[src/rtl/debounce_pkg.sv]
// debounce_pkg: state encoding and counter-width helper shared by the debouncer files.
package debounce_pkg;
  typedef enum logic [1:0] {
    IDLE_LOW  = 2'd0,
    WAIT_HIGH = 2'd1,
    IDLE_HIGH = 2'd2,
    WAIT_LOW  = 2'd3
  } state_t;
  function automatic int cnt_width(input int n);
    return $clog2(n);
  endfunction
endpackage

[src/rtl/stable_timer.sv]
// stable_timer: saturating qualification counter; done marks STABLE_CYCLES-1 consecutive enables.
module stable_timer
  import debounce_pkg::*;
#(
  parameter int STABLE_CYCLES = 255
) (
  input  logic clk,
  input  logic reset_n,
  input  logic clear,
  input  logic enable,
  output logic done
);
  localparam int CW = cnt_width(STABLE_CYCLES);
  logic [CW-1:0] cnt;
  always_ff @(posedge clk or negedge reset_n)
    if (!reset_n) cnt <= '0;
    else if (clear) cnt <= '0;
    else if (enable && !done) cnt <= cnt + 1'b1;
  assign done = cnt == CW'(STABLE_CYCLES - 1);
endmodule

[src/rtl/debounce_edge_fsm.sv]
// debounce_edge_fsm: synchronise a noisy pin, qualify each level change with a stability timer,
// and emit a registered clean level with one-cycle rise/fall strobes.
module debounce_edge_fsm
  import debounce_pkg::*;
#(
  parameter int STABLE_CYCLES = 255,
  parameter int SYNC_STAGES   = 2
) (
  input  logic clk,
  input  logic reset_n,
  input  logic noisy_in,
  output logic db_level,
  output logic rise_pulse,
  output logic fall_pulse,
  output logic busy
);
  logic [SYNC_STAGES-1:0] sync_q;
  logic sync_in, clear, enable, done, db_n, rise_n, fall_n;
  state_t state, state_n;
  always_ff @(posedge clk or negedge reset_n)
    if (!reset_n) sync_q <= '0;
    else sync_q <= {sync_q[SYNC_STAGES-2:0], noisy_in};
  assign sync_in = sync_q[SYNC_STAGES-1];
  stable_timer #(.STABLE_CYCLES(STABLE_CYCLES)) u_timer (
    .clk    (clk),
    .reset_n(reset_n),
    .clear  (clear),
    .enable (enable),
    .done   (done)
  );
  // Timer is held clear outside WAIT and whenever a candidate is aborted or accepted.
  always_comb begin
    state_n = IDLE_LOW;
    clear   = 1'b1;
    enable  = 1'b0;
    db_n    = 1'b0;
    rise_n  = 1'b0;
    fall_n  = 1'b0;
    case (state)
      IDLE_LOW:  state_n = sync_in ? WAIT_HIGH : IDLE_LOW;
      WAIT_HIGH: begin
        state_n = !sync_in ? IDLE_LOW : done ? IDLE_HIGH : WAIT_HIGH;
        enable  = sync_in && !done;
        clear   = !enable;
        rise_n  = sync_in && done;
        db_n    = rise_n;
      end
      IDLE_HIGH: begin
        state_n = sync_in ? IDLE_HIGH : WAIT_LOW;
        db_n    = 1'b1;
      end
      WAIT_LOW:  begin
        state_n = sync_in ? IDLE_HIGH : done ? IDLE_LOW : WAIT_LOW;
        enable  = !sync_in && !done;
        clear   = !enable;
        fall_n  = !sync_in && done;
        db_n    = !fall_n;
      end
      default: ;
    endcase
  end
  always_ff @(posedge clk or negedge reset_n)
    if (!reset_n) begin
      state      <= IDLE_LOW;
      db_level   <= 1'b0;
      rise_pulse <= 1'b0;
      fall_pulse <= 1'b0;
      busy       <= 1'b0;
    end else begin
      state      <= state_n;
      db_level   <= db_n;
      rise_pulse <= rise_n;
      fall_pulse <= fall_n;
      busy       <= (state_n == WAIT_HIGH) || (state_n == WAIT_LOW);
    end
endmodule

[config.mk]
export PLATFORM = sky130hd
export DESIGN_NAME = debounce_edge_fsm
export DESIGN_NICKNAME = d
export VERILOG_FILES = /design/src/rtl/debounce_pkg.sv /design/src/rtl/stable_timer.sv /design/src/rtl/debounce_edge_fsm.sv
export SDC_FILE = /design/constraint.sdc
export NUM_CORES = 1
export LEC_CHECK = 0
export ABC_AREA = 1
export BUFFER_PORTS_ARGS = -buffer_cell sky130_fd_sc_hd__buf_2
export CORE_AREA = 2 2 53 55
export CTS_CLUSTER_DIAMETER = 150
export DETAILED_ROUTE_END_ITERATION = 8
export DIE_AREA = 0 0 55 57
export PLACE_DENSITY = 0.6
export SLEW_MARGIN = 20
export SYNTH_ARGS = -nofsm -noshare
export SYNTH_HDL_FRONTEND = slang
export SYNTH_HIERARCHICAL = 1
export SYNTH_SLANG_ARGS = --single-unit
[constraint.sdc]
create_clock -name clk -period 2.2 [get_ports clk]
set_clock_uncertainty 0.15 [all_clocks]
set_input_delay 0 -clock clk [delete_from_list [all_inputs] [get_ports clk]]
set_output_delay 0 -clock clk [all_outputs]
set_load 0.02 [all_outputs]
==> impl_metrics.py <==
metrics = {
    "status": {
        "outcome": "finished, final reports clean",
    },
    "final_layout": {
        "drive_above_1_share_pct": 16.95,
        "area_delta_synth_final_pct": 17.85,
        "stdcell_area_um2": 958.4,
        "fillers": 279,
        "diodes": 0,
        "fin_nets": 124,
    },
    "worst_hold_path": {
        "hp-class": "input port to flip-flop",
        "min_from": "noisy_in",
    },
    "timing": {
        "period_minus_slack_ns": 1.980,
        "setup_violations": 0,
        "final_max_slew_viol_count": 0,
        "relSlewSlack_pct": 76.29,
        "fmax_mhz": 505.2,
        "min_period_over_period_pct": 89.98,
        "fin_setup_tns_ns": 0,
        "layout_setup_ws_ns": 0.2205,
        "rsz0062_at_grt": "false",
        "worst_slew_pin_slew_ns": 0.3545,
        "hold_viol_final": 0,
    },
    "placement": {
        "io_buffers": 6,
        "dp_hpwl_um": 1026,
        "place_area_um2": 882.1,
        "place_ws_ns": 0.2383,
        "place_congestion": 0.7649,
    },
    "logic_synthesis": {
        "netlist_instances": 104,
        "synth_top_area_share_pct": 49.23,
        "yosys_warnings": 6,
        "synth_edf_count": 0,
        "synth_most_common_cell": "nand2_1",
        "netlist_top_cells_area": "dfrtp_1, nand2_1, nor2_1",
        "ys_seq_area_share_pct": 49.23,
        "synth_cell_type_count": 17,
        "synthFlopType": "dfrtp_1",
        "synth.cell_area_um2": 813.3,
        "synth_commonest_cells": "nand2_1, dfrtp_1, nor2_1, inv_1, nand3_1",
        "yosys.area.top_type": "dfrtp_1",
        "ys_ff_latch": 16,
        "synth_nets": 109,
        "postSynth.asyncResetShare_pct": 100.0,
        "synth_area_per_cell_um2": 7.820,
    },
    "worst_setup_path": {
        "worstSetupPathType": "flip-flop to flip-flop",
        "crit_slowest_cell": "dfrtp_1",
        "max_stage_delay_ns": 0.41,
        "cp.required_ns": 2.23,
        "cp_max_fo": 6,
        "crit_chain": "inv_1, ha_1, nand2_1, nor2_2, nand2_2, inv_1, nor2_1, nand3_1, inv_1, nand2_4, clkinv_4, nand2_1, nand2_1",
        "arrival_ns": 2.01,
        "r2r-start": "u_timer/cnt[0]",
        "startpoint": "u_timer/cnt[0]",
        "end_kind": "flip-flop",
        "startpoint_type": "flip-flop",
    },
    "die": {
        "die-height_um": 57,
        "ioPinCount": 7,
        "core_um2": 2615,
        "rows": 19,
        "die-area_um2": 3135,
        "die_w_um": 55,
        "initial_core_util_pct": 31.10,
    },
    "drt": {
        "finalWirelength_um": 1420,
        "avgRoutedWirePerCell_um": 9.530,
        "first_pass_iters": 4,
        "drt_iter0_markers": 10,
        "ant_nets": 0,
        "drc_errors": 0,
        "viasPerCell": 4.309,
        "via_count": 642,
    },
    "clocking": {
        "clock_latency_ns": 0.28,
        "htreeDepth": 1,
        "cts_max_path_buffers": 2,
        "cts_tree": "built",
        "postCtsSetupBuffers": 0,
        "cts_sinks": 16,
        "path_clk_slew_ns": 0.10,
        "cts_root_buf": "clkbuf_4",
        "cts_buffers": 3,
    },
    "grt": {
        "antenna_found_initial": 0,
        "grtUsageTotal_pct": 11.25,
        "grt_pass1_vias": 619,
        "grt_max_degree": 11,
        "grt_pass1_wl_um": 2559,
        "overflow": 0,
    },
    "power": {
        "power_leakage_nw": 0.5105,
        "vdd_ir_drop_max_v": 0.0003709,
        "power_density_nw_per_um2": 553.6,
        "p_total_mw": 0.5305,
    },
    "flow_run": {
        "cap_violations": 0,
    },
}
power by group:
part | internal [mW] | total, mW | switching (mW) | leakage (nW)
sequential | 0.299 | 0.302 | 0.00335 | 0.214
combinational | 0.0125 | 0.0358 | 0.0234 | 0.276
clock | 0.101 | 0.193 | 0.0922 | 0.0210
per-layer routing:
layer	routed length (µm)	share of wire [%]	vias up	global-route usage (%)
met4	19	1.3	0	6.272
li1	-	-	346	-
met3	12	0.85	2	0.7853
met1	736	52	291	15.23
met5	0	0	-	0
met2	652	46	3	17.52
metrics by stage:
step	hold WS, ns	instances	util (%)
global placement	-0.2232	141	33.73
finish	0.2074	149	36.65
global route	0.1898	149	36.65
CTS	0.2015	149	36.65
detailed placement	-0.2200	141	33.73
floorplan	-0.4456	104	-
sequential cells by signal, summed over array words and instances (netlist names):
name,cells
sync_q,2
u_timer/cnt,8
state,2
fall_pulse,1
rise_pulse,1
db_level,1
busy,1
logic make-up (layout without fill, tap and decap cells):
family,after synthesis,in the layout,share of synthesized area (%)
buf+inv,13,27,6.616
fa+ha+maj,2,2,3.076
xor+xnor,3,3,3.231
simple gates,66,66,35.38
compound gates,4,4,2.460
flops,16,16,49.23
placed cells by master, fill, tap and decap left out:
master / n
inv_2: 2
o21ai_1: 1
inv_1: 10
nor2_1: 14
nor3_1: 2
nor2_2: 2
nand2_1: 33
nand4_1: 2
clkbuf_4: 3
nand2_2: 4
o21ai_0: 2
dlygate4sd3_1: 4
ha_1: 2
buf_2: 6
clkbuf_8: 1
xor2_1: 3
nand3_1: 8
a21oi_1: 1
nand2_4: 1
dfrtp_1: 16
clkinv_4: 1
repair_timing:
item	4_1_cts	5_1_grt
hold buffers	4	0
gates resized for setup	0	0
endpoints found under the hold margin	17	0
critical path, delay by kind of cell (launching register included):
| family | cells | cell delay, ns |
|---|---|---|
| flops | 1 | 0.41 |
| fa+ha+maj | 1 | 0.15 |
| simple gates | 8 | 0.69 |
| buf+inv | 4 | 0.48 |
path summary, 6_finish.rpt:
kind / cells past startpoint / slack [ns] / end
min in group asynchronous: 3 / 0.49 / busy
setup / recovery: 13 / 0.22 / u_timer/cnt[3]
max in group asynchronous: 4 / 0.40 / u_timer/cnt[7]
setup reg to reg: 13 / 0.22 / u_timer/cnt[3]
hold reg to reg: 0 / 0.21 / sync_q[1]
hold / removal: 2 / 0.21 / sync_q[0]
area by class of cell:
type,instances,area (µm²),area share (%)
Multi-Input combinational cell,75,359.1,37.47
Inverter,13,53.80,5.614
Timing Repair Buffer,10,70.07,7.311
Sequential cell,16,400.4,41.78
Clock buffer,4,36.28,3.786
Tap cell,31,38.79,4.047
(Power assumes the default switching activity.)
